--- config.mk ---
export PLATFORM = sky130hd
export DESIGN_NAME = vga_tile_mem_arbiter
export DESIGN_NICKNAME = d
export VERILOG_FILES = /design/src/rtl/vga_tile_pkg.sv /design/src/rtl/vga_tile_addr.sv /design/src/rtl/vga_tile_mem_arbiter.sv
export SDC_FILE = /design/constraint.sdc
export NUM_CORES = 1
export LEC_CHECK = 0
export CORE_MARGIN = 2
export CORE_UTILIZATION = 36
export DETAILED_ROUTE_END_ITERATION = 10
export GPL_TIMING_DRIVEN = 0
export PLACE_DENSITY_LB_ADDON = 0.08
export SYNTH_ARGS = -nofsm -noshare
export SYNTH_HDL_FRONTEND = slang
export SYNTH_SLANG_ARGS = --single-unit
export TNS_END_PERCENT = 1
--- constraint.sdc ---
create_clock -name CLOCK_50 -period 2.6 [get_ports CLOCK_50]
set_input_delay 0.52 -clock CLOCK_50 [delete_from_list [all_inputs] [get_ports CLOCK_50]]
set_output_delay 0.52 -clock CLOCK_50 [all_outputs]
set_load 0.05 [all_outputs]
--- src/rtl/vga_tile_pkg.sv ---
// Shared constants and FSM encoding for the VGA tile-map path.
// Used by the sync block, the renderer and the tile-memory arbiter.
package vga_tile_pkg;

  localparam int HD         = 640;
  localparam int VD         = 480;
  localparam int TILE_SHIFT = 5;
  localparam int TILES_X    = 20;
  localparam int TILES_Y    = 15;
  localparam int NUM_TILES  = 300;
  localparam int ADDR_W     = 9;
  localparam int DATA_W     = 4;

  typedef enum logic {
    IDLE  = 1'b0,
    CLEAR = 1'b1
  } state_t;

endpackage

--- src/rtl/vga_tile_addr.sv ---
// Combinational pixel coordinate to tile-index mapper.
// The multiply by TILES_X (20) is built as (ty<<4)+(ty<<2), truncated to ADDR_W.
module vga_tile_addr
  import vga_tile_pkg::*;
(
  input  logic [9:0]        pixel_x,
  input  logic [9:0]        pixel_y,
  output logic [ADDR_W-1:0] tile_addr
);

  logic [ADDR_W-1:0] tx;
  logic [ADDR_W-1:0] ty;

  assign tx        = ADDR_W'(pixel_x >> TILE_SHIFT);
  assign ty        = ADDR_W'(pixel_y >> TILE_SHIFT);
  assign tile_addr = (ty << 4) + (ty << 2) + tx;

endmodule

--- src/rtl/vga_tile_mem_arbiter.sv ---
// Single-port tile-map RAM arbiter: display reads > bulk clear > game writer.
// Optional build macro VBLANK_ONLY_WR_EN restricts writer/clear slots to
// vertical blanking (pixel_y >= VD); display reads are unaffected.
// NOTE: the tile RAM is external and never reset; a reset only aborts the
// clear engine, so entries already written keep their values.
module vga_tile_mem_arbiter
  import vga_tile_pkg::*;
(
  input  logic              CLOCK_50,
  input  logic              reset,
  input  logic              p_tick,
  input  logic              video_on,
  input  logic [9:0]        pixel_x,
  input  logic [9:0]        pixel_y,
  input  logic              wr_valid,
  output logic              wr_ready,
  input  logic [ADDR_W-1:0] wr_addr,
  input  logic [DATA_W-1:0] wr_data,
  output logic              wr_drop,
  input  logic              clr_start,
  input  logic [DATA_W-1:0] clr_value,
  output logic              clr_busy,
  output logic [ADDR_W-1:0] mem_addr,
  output logic              mem_we,
  output logic [DATA_W-1:0] mem_wdata,
  input  logic [DATA_W-1:0] mem_rdata,
  output logic [DATA_W-1:0] tile_code,
  output logic              tile_valid
);

  state_t            state;
  state_t            state_nx;
  logic [ADDR_W-1:0] clr_cnt;
  logic [DATA_W-1:0] clr_val;
  logic [ADDR_W-1:0] disp_addr;
  logic              read_slot;
  logic              slot_ok;
  logic              wr_in_range;
  logic              wr_fire;
  logic              clr_fire;
  logic              rd_pend;
  logic              tick_pend;

  vga_tile_addr u_tile_addr (
    .pixel_x   (pixel_x),
    .pixel_y   (pixel_y),
    .tile_addr (disp_addr)
  );

  assign read_slot = p_tick && video_on;

`ifdef VBLANK_ONLY_WR_EN
  assign slot_ok = !read_slot && (pixel_y >= 10'(VD));
`else
  assign slot_ok = !read_slot;
`endif

  assign wr_in_range = wr_addr < ADDR_W'(NUM_TILES);
  assign wr_fire     = wr_ready && wr_valid;
  assign clr_busy    = (state == CLEAR);

  // State register.
  // NOTE: sequential state uses <= so every register samples pre-edge values.
  always_ff @(posedge CLOCK_50) begin
    if (reset) state <= IDLE;
    else       state <= state_nx;
  end

  // Next state and RAM port mux; the display address is the idle default.
  // NOTE: every signal written here gets a default first so no path infers a latch.
  always_comb begin
    state_nx  = state;
    wr_ready  = 1'b0;
    clr_fire  = 1'b0;
    mem_addr  = disp_addr;
    mem_we    = 1'b0;
    mem_wdata = wr_data;
    if (!reset) begin
      case (state)
        IDLE: begin
          if (slot_ok) begin
            wr_ready = 1'b1;
            mem_addr = wr_addr;
            mem_we   = wr_valid && wr_in_range;
          end
          if (clr_start) state_nx = CLEAR;
        end
        CLEAR: begin
          if (slot_ok) begin
            clr_fire  = 1'b1;
            mem_addr  = clr_cnt;
            mem_we    = 1'b1;
            mem_wdata = clr_val;
            if (clr_cnt == ADDR_W'(NUM_TILES - 1)) state_nx = IDLE;
          end
        end
        default: state_nx = IDLE;
      endcase
    end
  end

  // Clear engine: latch fill value on start, advance only on granted slots.
  always_ff @(posedge CLOCK_50) begin
    if (reset) begin
      clr_cnt <= '0;
      clr_val <= '0;
    end else if (state == IDLE && clr_start) begin
      clr_cnt <= '0;
      clr_val <= clr_value;
    end else if (clr_fire) begin
      clr_cnt <= clr_cnt + ADDR_W'(1);
    end
  end

  // Display pipeline: read in N, data in N+1, registered outputs from N+2.
  always_ff @(posedge CLOCK_50) begin
    if (reset) begin
      rd_pend    <= 1'b0;
      tick_pend  <= 1'b0;
      tile_code  <= '0;
      tile_valid <= 1'b0;
    end else begin
      rd_pend   <= read_slot;
      tick_pend <= p_tick;
      if (tick_pend) tile_valid <= rd_pend;
      if (rd_pend)   tile_code  <= mem_rdata;
    end
  end

  // One-cycle pulse for an accepted write that falls outside the map.
  always_ff @(posedge CLOCK_50) begin
    if (reset) wr_drop <= 1'b0;
    else       wr_drop <= wr_fire && !wr_in_range;
  end

endmodule
# After elaboration in Yosys (flattened, before gate mapping)
# Cells that the tools add are included.
[classes]
reduce_logical = 7
bitwise = 1
order_cmp = 1
eq_ne = 1
muxes = 19
n_addsub = 3
[ops]
columns = ["operator", "n"]
rows = [
  ["$mux W9", 3],
  ["$pmux W9 S2", 1],
  ["$mux W4", 3],
  ["$mux W1", 10],
  ["$add A9 B1 Y9 const B", 1],
  ["$add A9 B5 Y9", 1],
  ["$add A9 B7 Y9", 1],
  ["$eq A9 B9 Y1 const B", 1],
  ["$lt A9 B9 Y1 const B", 1],
  ["$logic_and A1 B1 Y1", 5],
  ["$pmux W1 S2", 2],
  ["$reduce_or A2 Y1", 1],
  ["$logic_not A1 Y1", 1],
  ["$not A1 Y1", 1],
]
[word_totals]
reg_bits = 22
in_bits = 47

# Logic depth before layout (Yosys ltp)
# Gate-level depths: netlist of the first run.
[logic_depth]
ltp_word = 6
depth_mapped = 8

# By module
# Synthesis of the first run repeated with hierarchy kept, for this count alone.
[unflattened]
hier_cells = 178
area_unflattened_um2 = 1473.9
[modules_own_cells]
columns = ["mod", "area_per_inst_um2", "instances", "cells_each"]
rows = [
  ["vga_tile_mem_arbiter", 1172.4, 1, 143],
  ["vga_tile_addr", 301.5, 1, 35],
]

# Least setup slack after synthesis of the first run
# OpenSTA, ideal clock, no wires.
[synth_timing]
kind = "input -> output"
startpoint = "in pixel_x[9]"
endpoint = "out mem_addr[7]"
stages = 8
t_arrival_ns = 3.089
path_buffers = 0
t_required_ns = 2.080
path_slack_ns = -1.009
path_cell_list = "inv_1 -> fa_1 -> inv_1 -> fa_1 -> a21o_1 -> a21oi_1 -> xor2_1 -> o21ai_0"
[synth_between]
elab_chain_len = 4
word_cells_on_any_way = 5
[synth_lines]
columns = ["item", "line", "source"]
rows = [
  ["from (decl)", "vga_tile_mem_arbiter.sv:13", "input logic [9:0] pixel_x,"],
  ["$add A9 B5 Y9 (*)", "vga_tile_addr.sv:16", "assign tile_addr = (ty << 4) + (ty << 2) + tx;"],
  ["$mux W9, on equally long branches", "vga_tile_mem_arbiter.sv:89, vga_tile_mem_arbiter.sv:81", ""],
  ["$pmux W9 S2", "vga_tile_mem_arbiter.sv:79", "case (state)"],
  ["$mux W9 (*)", "vga_tile_mem_arbiter.sv:78", "if (!reset) begin"],
  ["to (decl)", "vga_tile_mem_arbiter.sv:23", "output logic [ADDR_W-1:0] mem_addr,"],
]
# Every way passes the cells marked *; elsewhere a longest branch is shown, timed or not.

# Worst setup path in the final report of the first run
[layout_timing]
startpoint = "in pixel_y[7]"
endpoint = "out mem_addr[7]"
[layout_between]
elab_chain_len = 5
word_cells_on_any_way = 6
[layout_lines]
columns = ["item", "line", "source"]
rows = [
  ["from (decl)", "vga_tile_mem_arbiter.sv:14", "input logic [9:0] pixel_y,"],
  ["$add A9 B7 Y9 (*)", "vga_tile_addr.sv:16", ""],
  ["$add A9 B5 Y9 (*)", "vga_tile_addr.sv:16", ""],
  ["$mux W9, on equally long branches", "vga_tile_mem_arbiter.sv:89, vga_tile_mem_arbiter.sv:81", ""],
  ["$pmux W9 S2", "vga_tile_mem_arbiter.sv:79", ""],
  ["$mux W9 (*)", "vga_tile_mem_arbiter.sv:78", ""],
]
# Marks and branches as above.

==> results.ini, run 1 <==
[run_status]
status=complete, but fails checks
violations=setup timing

[clock_tree]
clk_path_buf_depth=2
cts_root_buf=clkbuf_8
clk_pin_slew_worst_paths_ns=0.07
clk-insertion-delay-late_ns=0.25
cts_buffers=3
cts_tree=yes
cts_num_sinks=22
cts_htree_levels=1

[sta]
finalSetupViolations=9
min_period_over_period_pct=112
clock_skew_ns=0.00706
fin_crit_ns=2.90
finalHoldViolations=0
slew_headroom_pct=66.4
fmax_ghz=0.345
finalSetupTns_ns=-1.99
fin_ws_ns=-0.302
rsz0062_at_grt=true
drv_slew=0
worstMarginPinSlew_ns=0.503

[placed_design]
place_area_sq_mm=0.00212
gp_congestion=0.828
dp_slack_ns=-1.46
port_buffers=58
hpwl_um=2790

[floorplanning]
die_w_um=66.6
num_rows=22
initial_core_util_pct=38.0
io_pins=69
core_sq_mm=0.00372
die_h_um=66.6
die-area_sq_mm=0.00444

[cells_and_area]
nFillCells=314
drive_above_1_share_pct=28.3
utilization_pct=61.4
multi_input_area_sq_mm=0.00108
final_cell_area_sq_mm=0.00228
antennaDiodeCount=0
ff_latch_area_sq_um=440
nets=284
syn2layout_area_growth_pct=61.8

[global_routing]
grt_first_pass_wirelength_um=5800
grt_max_degree=12
grt.overflow.total=0
grt_pass1_vias=1353
antenna_found_initial=0
grt_use_total_pct=16.8

[logic_synthesis]
synth-edff-count=0
ys_async_sr_fraction_pct=0
synth_area_leaders=dfxtp_1 31%, mux2i_1 11%, ha_1 8.9%, nor2_1 6.6%, mux2_2 4.0%
synth_commonest_cells=25 x nor2_1, 22 x dfxtp_1, 15 x mux2i_1
synth_seq_cells=22
post_synth_inst_count=159
ys_seq_area_share_pct=31.2
synthFlopType=dfxtp_1
syn_area_sq_mm=0.00141
synthDistinctLibCells=34
yosysWarnings=0
yosysMostFrequentCell=nor2_1
syn_avg_cell_area_sq_um=8.88
synth_area_leader_cell=dfxtp_1
synth_top_area_share_pct=31.2
synth_nets=218

[setup_path]
cp.required_ns=2.08
critPathLaunchType=input pin
path_class=input pin to output port
crit_fanout=2
reg2reg_slack_ns=0.99
cp-end-kind=output port
cp.arrival_ns=2.38

[detailed_routing]
routedWlPerCell_um=13.1
vias=1344
wirelength_um=3550
viasPerCell=4.96
first_iter_violations=45
ant_nets=0
drc=0
firstDrtPassIters=4

[min_path]
hold_path.class=flip-flop to flip-flop

[power_and_ir_drop]
power_density_mw_per_mm2=446
ir_drop_mv=0.265
p_total_mw=1.02
leakagePower_nw=0.891

[run]
maxCapViolCount=0

[metal layers]
metal  share of wire [%]  up-vias  GRT usage (%)
met1                  46      609           20.9
met5                   0        -              0
met2                  47       49           30.4
met3                 5.9        2           2.36
met4                0.48        0           3.83
li1                    -      684              -
[critical path, cell delays in order]
cell	delay (ns)
buf_12	0.09
inv_8	0.02
fa_1	0.56
inv_2	0.07
fa_2	0.35
a21o_1	0.20
a21oi_2	0.17
xor2_2	0.11
o21ai_4	0.13
buf_6	0.17
[stage by stage]
step	cells	hold slack (ns)
finish	271	0.492
detailed placement	265	0.479
global placement	265	0.467
global route	271	0.517
floorplan	159	0.456
CTS	270	0.492
[cell type report]
class                   count  area share, %
well taps                  48           2.63
multi-input cells         123           47.2
flip-flops and latches     22           19.3
plain buffers               8           1.92
clock buffers               3           1.81
inverters                   6           1.32
repair buffers             61           25.8
[kinds of logic (layout without fill, tap and decap cells)]
family | count (synthesis) | count (layout) | share of synthesized area (%)
AND/OR/NAND/NOR | 54 | 54 | 18.8
adder cells (fa/ha/maj) | 12 | 12 | 11.7
multiplexers | 20 | 20 | 14.6
AO/OA/AOI/OAI | 29 | 29 | 14.8
flip-flops | 22 | 22 | 31.2
buffers and inverters | 14 | 78 | 3.90
XOR/XNOR | 8 | 8 | 4.96
[flip-flops by register name, summed over array words and instances, names as in the netlist]
name and cells:
clr_busy 1, clr_cnt 9, tile_valid 1, tick_pend 1
rd_pend 1, wr_drop 1, tile_code 4, clr_val 4
[where the power goes]
| group | internal (mW) | switching [mW] | total, mW | leakage, nW |
|---|---|---|---|---|
| sequential | 0.347 | 0.00539 | 0.352 | 0.179 |
| combinational | 0.202 | 0.265 | 0.467 | 0.690 |
| clock | 0.103 | 0.0953 | 0.198 | 0.0216 |
| total | 0.652 | 0.366 | 1.02 | 0.891 |
[what timing repair did]
item                                    4_1_cts  5_1_grt
pin swaps                                    12        3
hold buffers                                  0        0
endpoints found under the setup margin       15       15
gates resized for setup                     118        4
buffers inserted                              2        1
[worst paths after layout]
check,start,depth (start not counted),end
max,pixel_y[7],10,mem_addr[7]
min,clr_val[0],2,clr_val[0]
max reg2reg,clr_cnt[0],4,clr_busy
min reg2reg,clr_val[0],2,clr_val[0]
[placed cells by master, fill, tap and decap left out, types with 4 or more instances in the layout]
master           instances
o211ai_1                 4
dfxtp_1                 22
clkbuf_1                 4
nand2_1                  9
a21oi_2                  4
xor2_1                   4
ha_4                     5
clkdlybuf4s50_1         36
nand3_1                  4
buf_2                    6
buf_6                    6
mux2i_1                 15
nor2_1                  24
clkdlybuf4s15_2          4
a21oi_1                  6
dlygate4sd2_1            4
mux2_2                   5
buf_4                    8
Note: power is estimated with default switching activity, not from simulation.
==> run 2, diff against run 1 <==
--- a/config.mk
+++ b/config.mk
@@ -9,7 +9,7 @@
 export CORE_UTILIZATION = 36
 export DETAILED_ROUTE_END_ITERATION = 10
 export GPL_TIMING_DRIVEN = 0
-export PLACE_DENSITY_LB_ADDON = 0.08
+export PLACE_DENSITY = 0.76
 export SYNTH_ARGS = -nofsm -noshare
 export SYNTH_HDL_FRONTEND = slang
 export SYNTH_SLANG_ARGS = --single-unit
==> results.ini, run 2 (synthesized netlist as in run 1, its figures left out) <==
[run_status]
status=complete, but fails checks  ; unchanged
violations=setup timing  ; unchanged

[power_and_ir_drop]
combinationalPowerShare_pct=43.4  ; was 45.9%
p_clk_share_pct=23.5  ; was 19.5%
power_density_mw_per_mm2=465  ; was 446 mW/mm^2
p_int_uw=681  ; was 652 uW
p_total_mw=1.06  ; was 1.02 mW
p_switching_uw=384  ; was 366 uW
leakagePower_nw=0.900  ; was 0.891 nW
p_sw_share_pct=36.0  ; about the same
ir_drop_mv=0.211  ; was 0.265 mV
seq_power_share_pct=33.1  ; was 34.6%

[cells_and_area]
nFillCells=318  ; was 314
antennaDiodeCount=0  ; unchanged
nets=283  ; was 284
largest_reg_flops=9  ; unchanged
layout.cells.non_filler=271  ; unchanged
syn2layout_area_growth_pct=62.3  ; was 61.8%
reg_top3=clr_cnt: 9 flops, clr_val: 4 flops, tile_code: 4 flops  ; unchanged
layout_common_cells=36 x clkdlybuf4s50_1, 24 x nor2_1, 22 x dfxtp_1  ; unchanged
utilization_pct=61.6  ; was 61.4%
layout_commonest_cell=clkdlybuf4s50_1  ; unchanged
final_cell_area_sq_mm=0.00229  ; was 0.00228 sq mm
top_register=clr_cnt  ; unchanged
drive_above_1_share_pct=28.7  ; was 28.3%

[detailed_routing]
viasPerCell=4.96  ; about the same
wirelength_um=3720  ; was 3550 um
ant_nets=0  ; unchanged
routedWlPerCell_um=13.7  ; was 13.1 um
drc=0  ; unchanged
first_iter_violations=34  ; was 45
firstDrtPassIters=4  ; unchanged
vias=1345  ; was 1344

[clock_tree]
cts_tree=yes  ; unchanged
cts_hold_buffers=0  ; unchanged
clk_path_buf_depth=2  ; unchanged
cts_htree_levels=1  ; unchanged
clk_pin_slew_worst_paths_ns=0.08  ; was 0.07 ns
cts_root_buf=clkbuf_8  ; unchanged
cts_num_sinks=22  ; unchanged
clk-insertion-delay-late_ns=0.27  ; was 0.25 ns
cts_buffers=3  ; unchanged

[sta]
fmax_ghz=0.339  ; was 0.345 GHz
drv_slew=0  ; unchanged
worstMarginPinSlew_ns=0.509  ; was 0.503 ns
holdWs_ns=0.496  ; was 0.492 ns
finalSetupTns_ns=-1.59  ; was -1.99 ns
fin_crit_ns=2.95  ; was 2.90 ns
finalHoldViolations=0  ; unchanged
finalSetupViolations=10  ; was 9
clock_skew_ns=0.00537  ; was 0.00706 ns
slew_headroom_pct=66.0  ; was 66.4%
fin_ws_ns=-0.353  ; was -0.302 ns
rsz0062_at_grt=true  ; unchanged
min_period_over_period_pct=114  ; was 112%

[placed_design]
dp.cells=265  ; unchanged
place_area_sq_mm=0.00212  ; unchanged
hpwl_um=2810  ; was 2790 um
port_buffers=58  ; unchanged
dp_slack_ns=-1.43  ; was -1.46 ns
gp_congestion=0.748  ; was 0.828

[global_routing]
grt_max_degree=13  ; was 12
grt.overflow.total=0  ; unchanged
grt_pass1_vias=1288  ; was 1353
antenna_found_initial=0  ; unchanged
grt_first_pass_wirelength_um=5740  ; was 5800 um
grt_use_total_pct=16.8  ; about the same

[setup_path]
reg2reg_slack_ns=0.99  ; about the same
rr_worst_depth=4  ; unchanged
regToRegEndpoint=clr_busy  ; unchanged
cp.arrival_ns=2.43  ; was 2.38 ns
crit-reg2reg-launch=clr_cnt[0]  ; unchanged
cp-end-kind=output port  ; unchanged
critPathLaunchType=input pin  ; unchanged
cp.required_ns=2.08  ; about the same
crit_fanout=2  ; unchanged
path_class=input pin to output port  ; unchanged

[floorplanning]
initial_core_util_pct=38.0  ; unchanged
num_rows=22  ; unchanged
die_w_um=66.6  ; unchanged
io_pins=69  ; unchanged
die_h_um=66.6  ; unchanged
core_sq_mm=0.00372  ; unchanged
die-area_sq_mm=0.00444  ; unchanged

[min_path]
whs_path_depth=2  ; unchanged
hold_path.class=flip-flop to flip-flop  ; unchanged
holdPathEnd=tile_code[0]  ; was clr_val[0]
hold_start=tile_code[0]  ; was clr_val[0]

[run]
maxCapViolCount=0  ; unchanged

[run 2: power by group through the flow]
| stage | sequential, mW | combinational [mW] | clock [mW] |
|---|---|---|---|
| detailed placement | 0.360 | 0.425 | 0 |
| floorplan | 0.373 | 0.261 | 0 |
| CTS | 0.352 | 0.443 | 0.252 |
| global placement | 0.360 | 0.421 | 0 |
| finish | 0.352 | 0.462 | 0.251 |
| global route | 0.353 | 0.490 | 0.259 |
[run 2: final cells by class]
cell class	count	area (sq um)	area share, %
well taps	48	60.1	2.62
inverters	6	32.5	1.42
repair buffers	60	589	25.7
multi-input cells	123	1070	46.5
plain buffers	8	47.5	2.08
clock buffers	4	55.1	2.40
flip-flops and latches	22	440	19.2
[run 2: critical path: stages]
cell and delay (ns):
buf_8 0.08, inv_4 0.03, fa_1 0.56, inv_2 0.07, fa_2 0.35, a21o_1 0.19, a21oi_2 0.18, xor2_2 0.11
o21ai_4 0.16, buf_6 0.17
[run 2: per-layer routing]
layer	share of wire [%]	global-route usage, %	up-vias
li1	-	-	683
met3	3.9	2.20	7
met1	45	22.5	620
met2	49	27.0	35
met5	0	0	-
met4	2.0	7.14	0
[run 2: timing repair]
action	in CTS	in global routing
resized for setup	112	10
buffers inserted	0	2
setup endpoints to repair	15	14
pin swaps	8	7
[run 2: worst max path at each step]
| stage | cells after the start | slack (ns) | endpoint | from |
|---|---|---|---|---|
| detailed placement | 10 | -1.43 | mem_addr[7] | pixel_y[7] |
| floorplan | 8 | -0.12 | mem_addr[7] | pixel_y[7] |
| finish | 10 | -0.35 | mem_addr[7] | pixel_y[5] |
| CTS | 10 | -0.38 | mem_addr[7] | pixel_y[5] |
| global route | 8 | -0.40 | mem_addr[6] | pixel_y[8] |
| global placement | 10 | -1.40 | mem_addr[7] | pixel_y[7] |
==> run 3, diff against run 2 <==
--- a/config.mk
+++ b/config.mk
@@ -13,4 +13,3 @@
 export SYNTH_ARGS = -nofsm -noshare
 export SYNTH_HDL_FRONTEND = slang
 export SYNTH_SLANG_ARGS = --single-unit
-export TNS_END_PERCENT = 1
==> results.ini, run 3 (synthesized netlist as in run 1, its figures left out) <==
[run_status]
status=complete, but fails checks  ; unchanged
violations=setup timing  ; unchanged

[power_and_ir_drop]
seq_power_share_pct=33.4  ; was 33.1%
p_switching_uw=370  ; was 384 uW
p_clk_share_pct=22.3  ; was 23.5%
combinationalPowerShare_pct=44.3  ; was 43.4%
power_density_mw_per_mm2=455  ; was 465 mW/mm^2
p_sw_share_pct=35.1  ; was 36.0%
p_int_uw=683  ; was 681 uW
leakagePower_nw=0.931  ; was 0.900 nW
p_total_mw=1.05  ; was 1.06 mW
ir_drop_mv=0.226  ; was 0.211 mV

[global_routing]
grt_pass1_vias=1243  ; was 1288
antenna_found_initial=0  ; unchanged
grt_max_degree=13  ; unchanged
grt_use_total_pct=16.0  ; was 16.8%
grt.overflow.total=0  ; unchanged
grt_first_pass_wirelength_um=5510  ; was 5740 um

[floorplanning]
core_sq_mm=0.00372  ; unchanged
num_rows=22  ; unchanged
initial_core_util_pct=38.0  ; unchanged
die_h_um=66.6  ; unchanged
die_w_um=66.6  ; unchanged
die-area_sq_mm=0.00444  ; unchanged
io_pins=69  ; unchanged

[cells_and_area]
utilization_pct=62.3  ; was 61.6%
layout_commonest_cell=clkdlybuf4s50_1  ; unchanged
layout_common_cells=32 x clkdlybuf4s50_1, 23 x nor2_1, 22 x dfxtp_1  ; was 36 x clkdlybuf4s50_1, 24 x nor2_1, 22 x dfxtp_1
syn2layout_area_growth_pct=63.9  ; was 62.3%
antennaDiodeCount=0  ; unchanged
reg_top3=clr_cnt: 9 flops, clr_val: 4 flops, tile_code: 4 flops  ; unchanged
nets=283  ; unchanged
largest_reg_flops=9  ; unchanged
top_register=clr_cnt  ; unchanged
drive_above_1_share_pct=29.1  ; was 28.7%

[setup_path]
crit_fanout=2  ; unchanged
cp-end-kind=output port  ; unchanged
rr_worst_depth=4  ; unchanged
reg2reg_slack_ns=1.00  ; was 0.99 ns
cp.arrival_ns=2.36  ; was 2.43 ns
crit-reg2reg-launch=clr_cnt[0]  ; unchanged
path_class=input pin to output port  ; unchanged
critPathLaunchType=input pin  ; unchanged
regToRegEndpoint=clr_busy  ; unchanged
cp.required_ns=2.08  ; about the same

[sta]
fin_ws_ns=-0.278  ; was -0.353 ns
finalHoldViolations=0  ; unchanged
drv_slew=0  ; unchanged
rsz0062_at_grt=true  ; unchanged
fin_crit_ns=2.88  ; was 2.95 ns
holdWs_ns=0.492  ; was 0.496 ns
clock_skew_ns=0.000597  ; was 0.00537 ns
min_period_over_period_pct=111  ; was 114%
worstMarginPinSlew_ns=0.494  ; was 0.509 ns
finalSetupViolations=4  ; was 10
fmax_ghz=0.347  ; was 0.339 GHz
slew_headroom_pct=67.0  ; was 66.0%

[detailed_routing]
first_iter_violations=38  ; was 34
firstDrtPassIters=4  ; unchanged
routedWlPerCell_um=12.9  ; was 13.7 um
wirelength_um=3500  ; was 3720 um
drc=0  ; unchanged
viasPerCell=4.86  ; was 4.96
vias=1318  ; was 1345
ant_nets=0  ; unchanged

[clock_tree]
cts_tree=yes  ; unchanged
cts_num_sinks=22  ; unchanged
cts_root_buf=clkbuf_8  ; unchanged
clk-insertion-delay-late_ns=0.25  ; was 0.27 ns
cts_buffers=3  ; unchanged
clk_path_buf_depth=2  ; unchanged
clk_pin_slew_worst_paths_ns=0.07  ; was 0.08 ns
cts_htree_levels=1  ; unchanged
cts_hold_buffers=0  ; unchanged

[placed_design]
hpwl_um=2690  ; was 2810 um
port_buffers=58  ; unchanged
gp_congestion=0.743  ; was 0.748

[min_path]
holdPathEnd=tile_valid  ; was tile_code[0]
hold_start=tile_valid  ; was tile_code[0]
whs_path_depth=2  ; unchanged
hold_path.class=flip-flop to flip-flop  ; unchanged

[run]
maxCapViolCount=0  ; unchanged

==> run 3: power by group through the flow <==
| stage | logic [mW] | clock network (mW) | registers [mW] |
|---|---|---|---|
| floorplan | 0.267 | 0 | 0.373 |
| global placement | 0.428 | 0 | 0.360 |
| detailed placement | 0.430 | 0 | 0.360 |
| CTS | 0.450 | 0.244 | 0.352 |
| global route | 0.493 | 0.255 | 0.353 |
| finish | 0.466 | 0.234 | 0.352 |
==> run 3: layout make-up <==
type	instances	area [sq um]
fillers	320	1400
multi-input cells	123	1090
repair buffers	60	588
flip-flops and latches	22	440
well taps	48	60.1
clock buffers	4	55.1
plain buffers	8	46.3
inverters	6	30.0
==> run 3: what timing repair did <==
action,CTS,global route
resized for setup,112,12
endpoints found under the setup margin,15,10
pin swaps,14,8
buffers inserted,2,0
==> run 3: critical path, cell delays in order <==
cell and delay (ns):
buf_6 0.07, inv_2 0.03, fa_1 0.54, inv_2 0.06, fa_2 0.35, a21o_1 0.18, a21oi_2 0.13, xor2_1 0.25
o21ai_4 0.08, buf_6 0.15
==> run 3: how the worst max path moves through the flow <==
stage               start  cells after the start  slack (ns)           to
4_1_cts        pixel_x[9]                     10       -0.33  mem_addr[7]
5_1_grt        pixel_x[9]                     10       -0.32  mem_addr[7]
6_report       pixel_x[9]                     10       -0.28  mem_addr[7]
3_5_place_dp   pixel_y[7]                     10       -1.39  mem_addr[8]
3_3_place_gp   pixel_y[7]                     10       -1.40  mem_addr[7]
2_1_floorplan  pixel_y[7]                      8       -0.12  mem_addr[7]
==> run 3: per-stage QoR <==
stage | instance area [sq um] | instances | setup TNS (ns) | setup WS (ns)
CTS | 2260 | 271 | -0.953 | -0.332
detailed placement | 2140 | 265 | -13.92 | -1.39
global placement | 2140 | 265 | -13.75 | -1.40
finish | 2310 | 271 | -0.582 | -0.278
floorplan | 1500 | 159 | -0.214 | -0.124
global route | 2310 | 271 | -0.822 | -0.322
==> run 3: layer usage <==
metal | wire length [um] | track usage (%) | vias up
met1 | 1640 | 21.4 | 595
met3 | 176 | 2.03 | 2
met4 | 32 | 4.59 | 0
met5 | 0 | 0 | -
li1 | - | - | 686
met2 | 1650 | 26.9 | 35
